File: src/rtl/dfr_pkg.sv
// -----------------------------------------------------------------------------
// dfr_pkg
// Shared definitions for the DFR reservoir sequencer:
//   - state encoding of the sample sequencer FSM
//   - neg_sat(): two's complement negation that saturates the most-negative
//     value to the most-positive one, instead of wrapping back to itself
// -----------------------------------------------------------------------------
package dfr_pkg;

  // Sequencer states
  localparam logic [2:0] ST_IDLE    = 3'd0;
  localparam logic [2:0] ST_DRIVE   = 3'd1;
  localparam logic [2:0] ST_CONVERT = 3'd2;
  localparam logic [2:0] ST_WRITE   = 3'd3;
  localparam logic [2:0] ST_VALID   = 3'd4;

  // Widest data word neg_sat() can handle
  localparam int unsigned DFR_MAX_WIDTH = 64;

  // Negate a 'width'-bit two's complement value that has been sign-extended
  // to 64 bits. The most-negative value has no positive counterpart, so it
  // maps to the most-positive value. The caller truncates back to 'width'.
  function automatic logic [63:0] neg_sat(input logic [63:0] value,
                                          input int unsigned width);
    logic [63:0] max_v;
    logic [63:0] min_v;
    max_v = (64'd1 << (width - 32'd1)) - 64'd1;
    min_v = ~max_v;
    if (value == min_v) begin
      neg_sat = max_v;
    end else begin
      neg_sat = ~value + 64'd1;
    end
  endfunction

endpackage

File: src/rtl/dfr_settle_timer.sv
// -----------------------------------------------------------------------------
// dfr_settle_timer
// Loadable down-counter used to hold the DAC for a fixed number of cycles.
// Loading N gives N+1 cycles until done (done is high while the count is 0).
// Ports:
//   clk        system clock
//   rst        synchronous active-high clear (count -> 0)
//   load       load load_value (takes priority over dec)
//   load_value value loaded on load
//   dec        decrement by one while nonzero
//   done       count is zero
// -----------------------------------------------------------------------------
module dfr_settle_timer #(
  parameter int unsigned WIDTH = 2
) (
  input  logic             clk,
  input  logic             rst,
  input  logic             load,
  input  logic [WIDTH-1:0] load_value,
  input  logic             dec,
  output logic             done
);

  logic [WIDTH-1:0] count_r;

  // Down-counter with load priority; stops at zero
  always_ff @(posedge clk) begin
    if (rst) begin
      count_r <= {WIDTH{1'b0}};
    end else if (load) begin
      count_r <= load_value;
    end else if (dec && (count_r != {WIDTH{1'b0}})) begin
      count_r <= count_r - WIDTH'(1'b1);
    end else begin
      count_r <= count_r;
    end
  end

  assign done = (count_r == {WIDTH{1'b0}});

endmodule

File: src/rtl/dfr_reservoir_sequencer.sv
// -----------------------------------------------------------------------------
// dfr_reservoir_sequencer
// Responder side of the DFR core control handshake. Each accepted
// reservoir_en latches one sample, which is then time-multiplexed over
// VIRTUAL_NODES virtual nodes: for every node the masked sample is driven to
// the DAC for NODE_SETTLE_CYCLES cycles, one ADC conversion is requested, and
// the converted value is written to node memory. A one-cycle reservoir_valid
// marks the end of each sample. Status flags are decoded from the number of
// completed samples.
// Ports:
//   clk, rst            clock, synchronous active-high reset
//   reservoir_rst       synchronous run clear, same effect as rst
//   reservoir_en        1-cycle request to process sample_in
//   sample_in, mask     sample word and per-node sign mask (1:+s, 0:-s)
//   reservoir_busy      fewer than NUM_SAMPLES samples done
//   reservoir_init_busy fewer than NUM_INIT_SAMPLES samples done
//   reservoir_filled    more than NUM_INIT_SAMPLES samples done
//   reservoir_valid     1-cycle pulse, sample fully written
//   dac_data, dac_valid masked sample for the current node, high in DRIVE
//   adc_start           1-cycle conversion request
//   adc_done, adc_data  conversion complete / converted value
//   node_wr_en, node_addr, node_data   node memory write port
// -----------------------------------------------------------------------------
module dfr_reservoir_sequencer
  import dfr_pkg::*;
#(
  parameter int DATA_WIDTH         = 32,
  parameter int VIRTUAL_NODES      = 10,
  parameter int NUM_INIT_SAMPLES   = 3,
  parameter int NUM_SAMPLES        = 8,
  parameter int NODE_SETTLE_CYCLES = 4
) (
  input  logic                             clk,
  input  logic                             rst,
  input  logic                             reservoir_rst,
  input  logic                             reservoir_en,
  input  logic [DATA_WIDTH-1:0]            sample_in,
  input  logic [VIRTUAL_NODES-1:0]         mask,
  output logic                             reservoir_busy,
  output logic                             reservoir_init_busy,
  output logic                             reservoir_filled,
  output logic                             reservoir_valid,
  output logic [DATA_WIDTH-1:0]            dac_data,
  output logic                             dac_valid,
  output logic                             adc_start,
  input  logic                             adc_done,
  input  logic [DATA_WIDTH-1:0]            adc_data,
  output logic                             node_wr_en,
  output logic [$clog2(VIRTUAL_NODES)-1:0] node_addr,
  output logic [DATA_WIDTH-1:0]            node_data
);

  localparam int unsigned ADDR_W  = $clog2(VIRTUAL_NODES);
  localparam int unsigned CNT_W   = $clog2(NUM_SAMPLES + 1);
  localparam int unsigned TIMER_W = (NODE_SETTLE_CYCLES > 1) ? $clog2(NODE_SETTLE_CYCLES) : 1;

  localparam logic [ADDR_W-1:0]  LAST_NODE   = ADDR_W'(VIRTUAL_NODES - 1);
  localparam logic [CNT_W-1:0]   CNT_MAX     = CNT_W'(NUM_SAMPLES);
  localparam logic [CNT_W-1:0]   CNT_INIT    = CNT_W'(NUM_INIT_SAMPLES);
  localparam logic [TIMER_W-1:0] SETTLE_LOAD = TIMER_W'(NODE_SETTLE_CYCLES - 1);

  // State, node counter, latched sample, completed-sample counter
  logic [2:0]            state_r,  state_nx_s;
  logic [ADDR_W-1:0]     node_r,   node_nx_s;
  logic [DATA_WIDTH-1:0] sample_r, sample_nx_s;
  logic [CNT_W-1:0]      cnt_r,    cnt_nx_s;

  // Registered outputs and their next values
  logic                  dac_valid_r,       dac_valid_nx_s;
  logic [DATA_WIDTH-1:0] dac_data_r,        dac_data_nx_s;
  logic                  adc_start_r,       adc_start_nx_s;
  logic                  node_wr_en_r,      node_wr_en_nx_s;
  logic [ADDR_W-1:0]     node_addr_r,       node_addr_nx_s;
  logic [DATA_WIDTH-1:0] node_data_r,       node_data_nx_s;
  logic                  reservoir_valid_r, reservoir_valid_nx_s;

  logic                  clear_s;
  logic                  capture_s;
  logic                  timer_load_s;
  logic                  timer_dec_s;
  logic                  timer_done_s;
  logic [DATA_WIDTH-1:0] neg_sample_s;

  assign clear_s = rst | reservoir_rst;

  assign reservoir_busy      = (cnt_r < CNT_MAX);
  assign reservoir_init_busy = (cnt_r < CNT_INIT);
  assign reservoir_filled    = (cnt_r > CNT_INIT);

  // Negated sample for mask bit 0; uses the sample that will be driven next
  assign neg_sample_s = DATA_WIDTH'(neg_sat(64'($signed(sample_nx_s)), DATA_WIDTH));

  // Reload the hold timer on every entry into DRIVE, count down while in it
  assign timer_load_s = (state_nx_s == ST_DRIVE) && (state_r != ST_DRIVE);
  assign timer_dec_s  = (state_r == ST_DRIVE);

  dfr_settle_timer #(
    .WIDTH (TIMER_W)
  ) u_settle_timer (
    .clk        (clk),
    .rst        (clear_s),
    .load       (timer_load_s),
    .load_value (SETTLE_LOAD),
    .dec        (timer_dec_s),
    .done       (timer_done_s)
  );

  // Next-state logic for the sequencer FSM and its counters
  always_comb begin
    state_nx_s  = state_r;
    node_nx_s   = node_r;
    sample_nx_s = sample_r;
    cnt_nx_s    = cnt_r;
    capture_s   = 1'b0;
    case (state_r)
      ST_IDLE: begin
        // Requests after the run is complete are dropped without effect
        if (reservoir_en && reservoir_busy) begin
          sample_nx_s = sample_in;
          node_nx_s   = {ADDR_W{1'b0}};
          state_nx_s  = ST_DRIVE;
        end else begin
          state_nx_s  = ST_IDLE;
        end
      end
      ST_DRIVE: begin
        if (timer_done_s) begin
          state_nx_s = ST_CONVERT;
        end else begin
          state_nx_s = ST_DRIVE;
        end
      end
      ST_CONVERT: begin
        // adc_start_r is high only on the entry cycle, so a done seen
        // together with our own request is a stale one and is ignored
        if (adc_done && !adc_start_r) begin
          capture_s  = 1'b1;
          state_nx_s = ST_WRITE;
        end else begin
          state_nx_s = ST_CONVERT;
        end
      end
      ST_WRITE: begin
        if (node_r == LAST_NODE) begin
          state_nx_s = ST_VALID;
        end else begin
          node_nx_s  = node_r + ADDR_W'(1'b1);
          state_nx_s = ST_DRIVE;
        end
      end
      ST_VALID: begin
        state_nx_s = ST_IDLE;
        if (cnt_r < CNT_MAX) begin
          cnt_nx_s = cnt_r + CNT_W'(1'b1);
        end else begin
          cnt_nx_s = cnt_r;
        end
      end
      default: begin
        state_nx_s = ST_IDLE;
      end
    endcase
  end

  // Output values for the state being entered, so registered outputs line up with it
  always_comb begin
    dac_valid_nx_s       = (state_nx_s == ST_DRIVE);
    adc_start_nx_s       = (state_nx_s == ST_CONVERT) && (state_r != ST_CONVERT);
    node_wr_en_nx_s      = (state_nx_s == ST_WRITE);
    reservoir_valid_nx_s = (state_nx_s == ST_VALID);
    if (state_nx_s == ST_DRIVE) begin
      if (mask[node_nx_s]) begin
        dac_data_nx_s = sample_nx_s;
      end else begin
        dac_data_nx_s = neg_sample_s;
      end
    end else begin
      dac_data_nx_s = {DATA_WIDTH{1'b0}};
    end
    if (state_nx_s == ST_WRITE) begin
      node_addr_nx_s = node_nx_s;
    end else begin
      node_addr_nx_s = {ADDR_W{1'b0}};
    end
    // node_data doubles as the capture register: loaded on the accepted
    // adc_done and presented during the single WRITE cycle
    if (capture_s) begin
      node_data_nx_s = adc_data;
    end else begin
      node_data_nx_s = {DATA_WIDTH{1'b0}};
    end
  end

  // State, counters and registered outputs; either reset source clears everything
  always_ff @(posedge clk) begin
    if (clear_s) begin
      state_r           <= ST_IDLE;
      node_r            <= {ADDR_W{1'b0}};
      sample_r          <= {DATA_WIDTH{1'b0}};
      cnt_r             <= {CNT_W{1'b0}};
      dac_valid_r       <= 1'b0;
      dac_data_r        <= {DATA_WIDTH{1'b0}};
      adc_start_r       <= 1'b0;
      node_wr_en_r      <= 1'b0;
      node_addr_r       <= {ADDR_W{1'b0}};
      node_data_r       <= {DATA_WIDTH{1'b0}};
      reservoir_valid_r <= 1'b0;
    end else begin
      state_r           <= state_nx_s;
      node_r            <= node_nx_s;
      sample_r          <= sample_nx_s;
      cnt_r             <= cnt_nx_s;
      dac_valid_r       <= dac_valid_nx_s;
      dac_data_r        <= dac_data_nx_s;
      adc_start_r       <= adc_start_nx_s;
      node_wr_en_r      <= node_wr_en_nx_s;
      node_addr_r       <= node_addr_nx_s;
      node_data_r       <= node_data_nx_s;
      reservoir_valid_r <= reservoir_valid_nx_s;
    end
  end

  assign dac_valid       = dac_valid_r;
  assign dac_data        = dac_data_r;
  assign adc_start       = adc_start_r;
  assign node_wr_en      = node_wr_en_r;
  assign node_addr       = node_addr_r;
  assign node_data       = node_data_r;
  assign reservoir_valid = reservoir_valid_r;

endmodule
File: config.mk
export PLATFORM = sky130hd
export DESIGN_NAME = dfr_reservoir_sequencer
export DESIGN_NICKNAME = d
export VERILOG_FILES = /design/src/rtl/dfr_pkg.sv /design/src/rtl/dfr_settle_timer.sv /design/src/rtl/dfr_reservoir_sequencer.sv
export SDC_FILE = /design/constraint.sdc
export NUM_CORES = 1
export LEC_CHECK = 0
export CAP_MARGIN = 20
export CORE_MARGIN = 5
export CORE_UTILIZATION = 29
export CTS_CLUSTER_DIAMETER = 120
export DETAILED_ROUTE_END_ITERATION = 10
export MAX_ROUTING_LAYER = met4
export PLACE_DENSITY = 0.54
export SYNTH_ARGS = -nofsm -noshare
export SYNTH_HDL_FRONTEND = slang
export SYNTH_SLANG_ARGS = --single-unit
File: constraint.sdc
create_clock -name clk -period 7.2 [get_ports clk]
set_clock_uncertainty 0.2 [all_clocks]
set_input_delay 1.8 -clock clk [delete_from_list [all_inputs] [get_ports clk]]
set_output_delay 1.8 -clock clk [all_outputs]
set_load 0.02 [all_outputs]
# Yosys cells after proc, flatten, opt, wreduce, memory -nomap -nowiden
# Cells that the tools add are included.
# Widths: inputs -> output; s select.
# totals
ff_bits,117
n_memories,0
elab_cells,69
latchBits,0
mem_bits_ro,0
ram_bits,0
input_bits,79
# op_classes
order_cmp,4
n_reduce_logical,14
n_mux,18
n_eq_ne,12
n_shift,0
n_bitwise,5
n_addsub,4
mul,0
n_div,0
# ops
operator,count
$mux 32,4
$eq 64x64->1 const B,1
$add 32x1->32 const B,1
$not 32->32,1
$eq 3x2->1 const B,4
$pmux 3 s4,1
$add 4x1->4 const B,2
$mux 4,2
$pmux 4 s2,1
$eq 3x1->1 const B,2
$eq 3x3->1 const B,2
$mux 2,3
$reduce_or 2->1,3
$logic_and 1x1->1,5
$lt 4x5->1 const B,1
$mux 1,5
$bmux 1 s4,1
$eq 4x4->1 const B,1
$gt 4x2->1 const B,1
$lt 4x2->1 const B,1
$lt 4x4->1 const B,1
$reduce_bool 2->1,2
$logic_not 3->1,1
$mux 3,1
8 further kinds,10

# Logic depth before layout (Yosys ltp)
# Gate-level depths: netlist of run 1.
# depth
ltp_word,8
ltp_mapped,17
depth_no_buf,11

# Modules after synthesis
# From an unflattened synthesis of run 1, not the netlist that was laid out.
# unflattened
hier_cells,648
hier_area_um2,5645.4
# modules_own_cells
module,cells_per_inst,area_per_inst_um2,seq_area_each_um2,instances
dfr_reservoir_sequencer,634,5519.0,2302.2,1
dfr_settle_timer,14,126.4,40.0,1

# Least setup slack after synthesis of run 1
# No wires, ideal clock.
# synth_path
path_type,input -> register
startpoint,input reservoir_en
endpoint,register dac_data_r[17] (netlist: dac_data[17])
n_path_buf,5
path_slack_ns,1.472
t_required_ns,6.940
t_arrival_ns,5.469
cell_stages,16
setup_time_ns,0.060
cell_sequence,nor4b_4 nand2_1 clkbuf_1 buf_1 buf_2 mux2i_1 ha_1 clkbuf_1 nand2b_1 or4_1 o32ai_2 nand4_1 buf_2 and3_1 o31ai_1 o311a_1
# synth_via
elab_chain_cells,7
# synth_rtl
element,line_no,rtl
"start, declared",dfr_reservoir_sequencer.sv:36,"input logic reservoir_en,"
$logic_and 1x1->1 (*),dfr_reservoir_sequencer.sv:118,if (reservoir_en && reservoir_busy) begin
$mux 32,dfr_reservoir_sequencer.sv:118,
$mux 32,dfr_reservoir_sequencer.sv:115,case (state_r)
$not 32->32,dfr_pkg.sv:32,neg_sat = ~value + 64'd1;
$add 32x1->32,dfr_pkg.sv:32,
$mux 32,dfr_pkg.sv:29,if (value == min_v) begin
$mux 32,dfr_reservoir_sequencer.sv:172,if (mask[node_nx_s]) begin
"end signal, assigned",dfr_reservoir_sequencer.sv:202,dac_data_r <= {DATA_WIDTH{1'b0}};
"end signal, assigned",dfr_reservoir_sequencer.sv:214,dac_data_r <= dac_data_nx_s;
"end, declared",dfr_reservoir_sequencer.sv:70,"logic [DATA_WIDTH-1:0] dac_data_r, dac_data_nx_s;"
# Mark *: on every way between the ends. The rest lies on a longest branch, timed or not. The select of a mux whose other input is x is not followed.
# A chain may end at the register's enable or synchronous reset.

# Final worst setup path of run 1
# layout_path
startpoint,input reservoir_en
endpoint,register dac_data_r[19] (netlist: dac_data[19])
# Same word-level chain as after synthesis.

==> out/qor.yml, run 1 <==
synthesis:
  synth_top_family_by_area: "simple AND/OR/NAND/NOR gates"
  ys_async_sr_fraction_pct: 0
  synthTopCellsByCount: "dfxtp_1 (117), nor2_1 (63), and2_1 (42), a21oi_1 (40), nand2_1 (39)"
  synth_edf_count: 0
  synth_compound_area_share_pct: 20.5
  synth-xor-area-share_pct: 0.625
  synth_seq_area_share_pct: 41.8
  netlist.area_leader.share_pct: 41.8
  yosys.area_share.simple_pct: 25.5
  netlist_instances: 637
  synth.area.top_cells: "dfxtp_1 (42%), mux2i_1 (5.0%), and2_1 (4.7%), nor2_1 (4.2%), a21oi_1 (3.6%)"
  synth_area_per_cell_um2: 8.80
  synth_area_leader_cell: "dfxtp_1"
  yosys_warnings: 0
  synth_area_um2: 5610
  yosys.cell_count.top_type: "dfxtp_1"
  synthMuxAreaShare_pct: 5.60
  synthesis.nets: 721
  synth.distinct_cells: 71
  synth-adder-area-share_pct: 1.12
  ys.flop_type: "dfxtp_1"
  ys_ff_latch: 117
timing:
  max-slew-margin-rel_pct: 38.1
  tns_ns: 0
  finalSetupViolCount: 0
  worst_pin_slew_ns: 0.926
  fmax_ghz: 0.176
  rsz0062_at_grt: "false"
  fin_crit_sh_pct: 78.9
  hold_viol: 0
  drv_slew: 0
  fin_crit_ns: 5.68
clock_network:
  clk_latency_ns: 0.42
  cts_buffers: 17
  htreeDepth: 4
  cts_setup_buffers: 0
  cts_tree: "built"
  post_cts_resized: 0
  cts_sinks: 117
  cts.path.max_buffers: 2
  hold_buffers: 0
  clock-root-buffer: "clkbuf_16"
  clkSlewWorstSetupHoldPaths_ns: 0.06
die:
  io_pins: 154
  fp.dieW_um: 149
  chipHeight_um: 149
  rows: 50
  start_util_pct: 29.7
  core_area_um2: 18900
  dieArea_um2: 22200
power_and_ir_drop:
  finalPower_mw: 1.74
  switching_share_pct: 27.8
  p_sw_uw: 482
  p_leak_nw: 3.00
  power_frac_seq_pct: 38.7
  power_density_nw_per_um2: 219
  p_comb_share_pct: 14.1
  internal_power_mw: 1.25
  p_clk_share_pct: 47.3
  vdd_drop_max_uv: 164
critical_path:
  start_kind: "input port"
  worstSetupEndpointType: "flip-flop"
  path_class: "input port to flip-flop"
  slowest_delay_ns: 0.59
  crit_arrival_ns: 5.84
  r2r_cells: 12
  crit_slowest_cell: "nand4_1"
  cp.required_ns: 7.36
  crit_path_max_fanout: 14
  r2r-start: "state_r[1]"
  crit_start: "reservoir_en"
  path_cells: "clkdlybuf4s50_1, nor4b_4, buf_4, nand2_2, mux2i_1, ha_1, nand2b_1, or4_1, o32ai_2, nand4_1, nor3b_1, o31ai_1, o311a_1"
layout:
  final_util_pct: 41.9
  diodes: 0
  drive_gt1_share_pct: 8.39
  layout.nets: 858
  synthToLayoutAreaGrowth_pct: 41.2
hold_path:
  min_path_cells: 2
  hold_path_class: "flip-flop to flip-flop"
  hp-start: "cnt_r[1]"
drt:
  antenna_left: 0
  drc: 0
  avgRoutedWirePerCell_um: 18.6
  first_pass_iters: 5
  drt_iter0_markers: 408
  num_vias: 5659
  viasPerCell: 5.40
  wl_mm: 19.5
grt:
  grt_pass1_vias: 5670
  grt_pass1_wl_mm: 30.2
  overflow: 0
  antenna_found_initial: 0
  grt_max_degree: 43
  grt_usage_pct: 17.8
placed_design:
  dpl.hpwl_mm: 13.8
  io_buffers: 153
  gp_congestion: 0.893
flow_run:
  maxCapViolCount: 0
outcome:
  status: "finished, final reports clean"
==> cells in the final DEF (no fill, tap or decap), drive strengths merged, types with 7 or more instances in the layout <==
master,synthesis,routed
nor2,64,64
nand3,20,20
nor3,23,23
a21oi,40,40
dfxtp,117,117
and3,8,8
a31oi,7,7
buf,23,11
mux2i,28,28
nor4,13,13
and2,42,42
nand4,11,11
o21ai,19,19
a21boi,7,7
a211oi,11,11
clkdlybuf4s50,0,153
clkbuf,23,17
o31ai,8,8
or4,9,9
inv,13,19
nand2,39,39
==> sequential cells by signal, summed over array words and instances, names as in the netlist, 2 cells and up <==
| register | cells |
|---|---|
| cnt_r | 4 |
| node_data | 32 |
| sample_r | 32 |
| state_r | 3 |
| node_addr | 4 |
| node_r | 4 |
| dac_data | 32 |
| u_settle_timer.count_r | 2 |
==> stage by stage <==
stage                     worst slack [ns]  hold slack [ns]  instances  instance area [µm²]
after floorplan                       1.47            0.280        637                 5610
after global placement                1.39            0.302       1014                 7320
after detailed placement              1.21            0.315       1014                 7320
after CTS                             1.64            0.325       1046                 7890
after global routing                  1.28            0.359       1047                 7920
final                                 1.52            0.321       1047                 7920
==> routing by layer <==
metal	part of all wire [%]	wire length, µm	GRT usage [%]	vias to the layer above
met5	0	0	-	-
met1	42	8220	22.2	2659
met4	2.8	554	7.23	0
met2	45	8840	26.8	325
met3	9.5	1840	5.47	45
li1	-	-	-	2630
==> final timing paths <==
kind	endpoint	slack, ns
worst max-delay path	dac_data[19]	1.52
worst max register to register	dac_data[19]	2.78
worst min register to register	cnt_r[3]	0.32
worst min-delay path	cnt_r[3]	0.32
==> critical path: cells and delay by family <==
| kind | cells | cell delay, ns |
|---|---|---|
| simple gates | 6 | 1.83 |
| buf+inv | 2 | 0.74 |
| fa+ha+maj | 1 | 0.40 |
| compound gates | 3 | 0.80 |
| mux | 1 | 0.27 |
==> cells by family (layout without fill, tap and decap cells) <==
kind of cell             Yosys count  count (layout)
AO/OA/AOI/OAI                    157             157
XOR/XNOR                           4               4
adder cells (fa/ha/maj)            5               5
buffers and inverters             60             210
flip-flops                       117             117
multiplexers                      31              31
AND/OR/NAND/NOR                  263             263
==> power by group through the flow <==
stage	logic [mW]	clock network, mW	registers, mW
2_1_floorplan	0.132	0	0.691
3_3_place_gp	0.239	0	0.685
3_5_place_dp	0.241	0	0.686
4_1_cts	0.242	0.840	0.671
5_1_grt	0.263	0.867	0.673
6_report	0.245	0.821	0.671
==> final cells by class <==
type,instances,area (µm²)
clock buffers,17,425
clock inverters,15,148
fillers,1859,11000
inverters,14,52.6
multi-input cells,460,2990
flip-flops and latches,117,2340
well taps,260,325
repair buffers,164,1630
Power figures use the tool's default switching activity.
==> inputs of run 2 (changes only) <==
PLACE_DENSITY = 0.56   (was 0.54)
clock period = 5.05 ns   (was 7.2 ns; I/O delays follow)
==> run 2 against run 1 <==
Net effect: clock power grew 45%; first-iteration DRC count grew 17%; register-to-register slack lost 1.2 ns; die area is the same; via count shrank 0.60%; critical path depth is the same; final area grew 1.2%.
==> out/qor.yml, run 2 (same netlist as run 1, synthesis figures left out) <==
outcome:
  status: "finished, final reports clean"
hold_path:
  hold_end: "cnt_r[3]"
  hold_path_class: "flip-flop to flip-flop"
  min_path_cells: 2  # unchanged
  hp-start: "cnt_r[1]"
critical_path:
  start_kind: "input port"
  slowest_delay_ns: 0.52  # -0.07 ns
  path_cells: "clkdlybuf4s50_1, nor4b_4, nand2_2, mux2i_1, ha_1, buf_4, nand2_1, o32ai_1, nand4_1, buf_4, a31oi_1, a21oi_1, a311oi_1"
  critPathBufInv: 3  # +1
  crit_path_max_fanout: 8  # -6
  cp.required_ns: 5.17  # -2.19 ns
  crit_path_frequent_cell: "buf_4"
  worstSetupEndpointType: "flip-flop"
  r2r_cells: 12  # unchanged
  path_class: "input port to flip-flop"
  r2r-start: "state_r[1]"
  cp_top_family: "buffers and inverters"
  reg2reg_to: "dac_data[6]"
  crit_slowest_cell: "clkdlybuf4s50_1"
  reg2reg_slack_ns: 1.53  # -1.25 ns
  crit_arrival_ns: 4.38  # -1.46 ns
clock_network:
  post_cts_resized: 0  # unchanged
  cts_sinks: 117  # unchanged
  cts_tree: "built"
  hold_buffers: 0  # unchanged
  htreeDepth: 4  # unchanged
  cts.path.max_buffers: 2  # unchanged
  clk_latency_ns: 0.42  # about the same
  clock-root-buffer: "clkbuf_16"
  clkSlewWorstSetupHoldPaths_ns: 0.06  # about the same
  cts_setup_buffers: 0  # unchanged
  cts_buffers: 17  # unchanged
timing:
  drv_slew: 0  # unchanged
  fmax_ghz: 0.235
  hold_slack_ns: 0.332  # +0.0108 ns
  tns_ns: 0  # unchanged
  setup_ws_ns: 0.788  # -0.730 ns
  hold_viol: 0  # unchanged
  worst_pin_slew_ns: 0.920  # -0.00668 ns
  fin_crit_sh_pct: 84.4
  max-slew-margin-rel_pct: 38.7  # +0.59 points
  finalSetupViolCount: 0  # unchanged
  fin_crit_ns: 4.26
  rsz0062_at_grt: "false"
drt:
  avgRoutedWirePerCell_um: 18.8  # +1.2%
  dr_wl_met3_mm: 1.85  # +0.22%
  antenna_left: 0  # unchanged
  viasPerCell: 5.31  # -1.7%
  drc: 0  # unchanged
  wl_mm: 19.9  # +2.4%
  first_pass_iters: 5  # unchanged
  wl_met1_mm: 8.59  # +4.5%
  num_vias: 5625  # -0.60%
  drt_iter0_markers: 479  # +17%
  highest_layer: "met4"
  met2_length_mm: 8.87  # +0.44%
grt:
  overflow: 0  # unchanged
  grt_max_degree: 43  # unchanged
  grt_pass1_wl_mm: 31.0  # +2.7%
  grt_pass1_vias: 5771  # +1.8%
  grt_usage_pct: 18.2  # +0.48 points
  antenna_found_initial: 0  # unchanged
placed_design:
  dpl.hpwl_mm: 14.4  # +4.4%
  pre_cts_ws_ns: 0.422  # -0.785 ns
  gp_congestion: 0.897  # +0.44%
  dp.cells: 1026  # +1.2%
  io_buffers: 153  # unchanged
power_and_ir_drop:
  vdd_drop_max_uv: 245  # +50%
  p_leak_nw: 3.06  # +2.1%
  power_density_nw_per_um2: 313  # +42%
  finalPower_mw: 2.50  # +44%
layout:
  synthToLayoutAreaGrowth_pct: 42.8
  final_common_cell: "clkdlybuf4s50_1"
  drive_gt1_share_pct: 9.76  # +1.4 points
  layout.nets: 870  # +1.4%
  diodes: 0  # unchanged
  mostFrequentLayoutCells: "clkdlybuf4s50_1 (153), dfxtp_1 (117), nor2_1 (63), and2_1 (42), a21oi_1 (40)"
  fin_cells: 1059  # +1.1%
  num-fill-cells: 1880  # +1.1%
die:
  core_area_um2: 18900  # unchanged
  io_pins: 154  # unchanged
  dieArea_um2: 22200  # unchanged
  fp.dieW_um: 149  # unchanged
  start_util_pct: 29.7  # unchanged
  rows: 50  # unchanged
  chipHeight_um: 149  # unchanged
flow_run:
  maxCapViolCount: 0  # unchanged
-- run 2: cell types whose count changed in the layout (fill, tap and decap cells not counted) --
| cell | previous run | this run |
|---|---|---|
| buf_4 | 10 | 22 |
| inv_6 | 5 | 8 |
| clkinv_4 | 4 | 2 |
| clkbuf_8 | 0 | 1 |
| clkinvlp_4 | 3 | 2 |
| inv_8 | 1 | 0 |
-- run 2: layout make-up --
type	instances	area [µm²]	share of cell area (%)
Clock buffer	18	439	5.48
Clock inverter	14	138	1.72
Inverter	14	52.6	0.656
Multi-Input combinational cell	460	2990	37.3
Sequential cell	117	2340	29.2
Tap cell	260	325	4.06
Timing Repair Buffer	176	1720	21.5
-- run 2: worst max-delay path by stage --
stage,start,to,slack (ns),depth (start not counted)
after floorplan,reservoir_en,dac_data[17],0.03,16
after global placement,reservoir_en,dac_data[25],0.52,8
after detailed placement,reservoir_en,dac_data[6],0.42,13
after CTS,reservoir_en,dac_data[6],0.85,13
after global routing,reservoir_en,dac_data[6],0.43,13
final,reservoir_en,dac_data[6],0.79,13
-- run 2: where the power goes --
| part | switching, mW | internal (mW) |
|---|---|---|
| Combinational | 0.196 | 0.163 |
| Clock | 0.485 | 0.702 |
| Sequential | 0.0129 | 0.944 |
-- run 2: worst register-to-register path, delay by kind of cell (launching register included) --
family / cells / cell delay [ns]
AOI/OAI and AO/OA: 4 / 0.89
buffers and inverters: 2 / 0.46
adders and majority gates: 1 / 0.23
muxes: 1 / 0.28
DFF: 1 / 0.71
and+or+nand+nor: 4 / 0.65
-- run 2: layer usage --
| metal | GRT usage (%) | up-vias |
|---|---|---|
| met3 | 6.14 | 39 |
| li1 | - | 2654 |
| met4 | 7.28 | 0 |
| met1 | 22.1 | 2666 |
| met5 | - | - |
| met2 | 28.0 | 266 |
-- run 2: metrics by stage --
step           utilization, %  area (µm²)
4_1_cts                  42.3        7980
2_1_floorplan               -        5610
3_3_place_gp             39.2        7410
3_5_place_dp             39.2        7410
6_report                 42.4        8010
5_1_grt                  42.4        8010
==> inputs of run 3 (changes only) <==
PLACE_DENSITY = 0.54   (was 0.56)
clock period = 4.4 ns   (was 5.05 ns; I/O delays follow)
==> run 3 against run 2 <==
Net effect: global-route usage shrank 0.23 points; cell count up 0.76%; final area rose by 1.2%; wire length fell by 0.90%; sequential power is 15% higher; combinational power is 18% higher; critical path type unchanged.
==> out/qor.yml, run 3 (same netlist as run 1, synthesis figures left out) <==
outcome:
  status: "finished, final reports clean"
layout:
  multi_input_area_um2: 3000  # +0.50%
  final_util_pct: 42.9  # +0.52 points
  mostFrequentLayoutCells: "clkdlybuf4s50_1 (153), dfxtp_1 (117), nor2_1 (63), and2_1 (42), a21oi_1 (40)"
  final_common_cell: "clkdlybuf4s50_1"
  fin_cells: 1067  # +0.76%
  layout.nets: 878  # +0.92%
  diodes: 0  # unchanged
  synthToLayoutAreaGrowth_pct: 44.6
  regArea_um2: 2340  # unchanged
  drive_gt1_share_pct: 10.8  # +1.0 points
  num-fill-cells: 1865  # -0.80%
  final_area_um2: 8110  # +1.2%
timing:
  hold_viol: 0  # unchanged
  hold_slack_ns: 0.327  # -0.00425 ns
  drv_slew: 0  # unchanged
  fin_crit_ns: 3.93
  fmax_ghz: 0.254
  worst_pin_slew_ns: 0.976  # +0.0567 ns
  finalSetupViolCount: 0  # unchanged
  fin_crit_sh_pct: 89.4
  tns_ns: 0  # unchanged
  max-slew-margin-rel_pct: 34.9  # -3.8 points
  rsz0062_at_grt: "false"
  setup_ws_ns: 0.468  # -0.321 ns
die:
  dieArea_um2: 22200  # unchanged
  core_area_um2: 18900  # unchanged
  io_pins: 154  # unchanged
  chipHeight_um: 149  # unchanged
  start_util_pct: 29.7  # unchanged
  fp.dieW_um: 149  # unchanged
  rows: 50  # unchanged
clock_network:
  cts_tree: "built"
  clk_latency_ns: 0.42  # about the same
  post_cts_resized: 0  # unchanged
  cts_sinks: 117  # unchanged
  hold_buffers: 0  # unchanged
  cts_setup_buffers: 0  # unchanged
  clock-root-buffer: "clkbuf_16"
  cts.path.max_buffers: 2  # unchanged
  htreeDepth: 4  # unchanged
  cts_buffers: 17  # unchanged
  clkSlewWorstSetupHoldPaths_ns: 0.06  # about the same
grt:
  grt_pass1_vias: 5628  # -2.5%
  grt_max_degree: 43  # unchanged
  overflow: 0  # unchanged
  antenna_found_initial: 0  # unchanged
  grt_usage_pct: 18.0  # -0.23 points
  grt_pass1_wl_mm: 30.6  # -1.4%
critical_path:
  cp.required_ns: 4.53  # -0.64 ns
  path_class: "input port to flip-flop"
  crit_slowest_cell: "clkdlybuf4s50_1"
  crit_arrival_ns: 4.06  # -0.32 ns
  path_cells: "clkdlybuf4s50_1, nor4b_4, nand2_2, mux2i_2, ha_1, nand2b_1, or4_1, o32ai_4, nand4_1, buf_4, nor2b_1, o31a_1, nor3_1"
  crit_path_max_fanout: 10  # +2
  worstSetupEndpointType: "flip-flop"
  slowest_delay_ns: 0.48  # -0.04 ns
  start_kind: "input port"
drt:
  drt_iter0_markers: 423  # -12%
  avgRoutedWirePerCell_um: 18.5  # -1.6%
  first_pass_iters: 5  # unchanged
  num_vias: 5598  # -0.48%
  wl_mm: 19.7  # -0.90%
  antenna_left: 0  # unchanged
  drc: 0  # unchanged
  viasPerCell: 5.25  # -1.2%
power_and_ir_drop:
  power_density_nw_per_um2: 363  # +16%
  vdd_drop_max_uv: 272  # +11%
  p_leak_nw: 3.11  # +1.4%
  finalPower_mw: 2.95  # +18%
placed_design:
  dpl.hpwl_mm: 14.6  # +0.72%
  dp.cells: 1035  # +0.88%
  io_buffers: 153  # unchanged
  dpl_cell_area_um2: 7500  # +1.3%
  gp_congestion: 0.896  # -0.16%
  pre_cts_ws_ns: 0.0615  # -0.361 ns
flow_run:
  maxCapViolCount: 0  # unchanged
hold_path:
  hold_path_class: "flip-flop to flip-flop"
run 3: changes by cell type in the layout (fill, tap and decap cells not counted), moves of 2 or more:
cell / delta
clkinv_4: +3
buf_4: +8
inv_8: +2
inv_6: -5
run 3: path summary, 6_finish.rpt:
check | from | slack, ns | endpoint | depth (start not counted)
setup reg to reg | state_r[2] | 0.96 | dac_data[12] | 12
hold / removal | cnt_r[0] | 0.33 | cnt_r[3] | 2
setup / recovery | reservoir_en | 0.47 | dac_data[12] | 13
hold reg to reg | cnt_r[0] | 0.33 | cnt_r[3] | 2
run 3: cell type report:
cell class | count | share of cell area [%]
clock buffers | 18 | 5.42
inverters | 14 | 0.648
multi-input cells | 460 | 37.1
clock inverters | 14 | 2.07
well taps | 260 | 4.01
flip-flops and latches | 117 | 28.9
repair buffers | 184 | 21.9
run 3: metal layers:
layer,GRT usage [%],vias up,wire length (µm)
li1,-,2662,-
met1,22.3,2613,8500
met2,27.9,284,8930
met3,5.47,39,1830
met4,6.41,0,467
met5,-,-,0
run 3: critical path: cells and delay by family:
family | cells | cell delay, ns
fa+ha+maj | 1 | 0.21
buf+inv | 2 | 0.72
compound gates | 2 | 0.39
mux | 1 | 0.24
simple gates | 7 | 1.39
run 3: power breakdown:
group          switching [mW]  leakage, nW  internal, mW
clock network           0.558        0.292         0.865
registers              0.0153        0.948          1.08
logic                   0.229         1.87         0.195
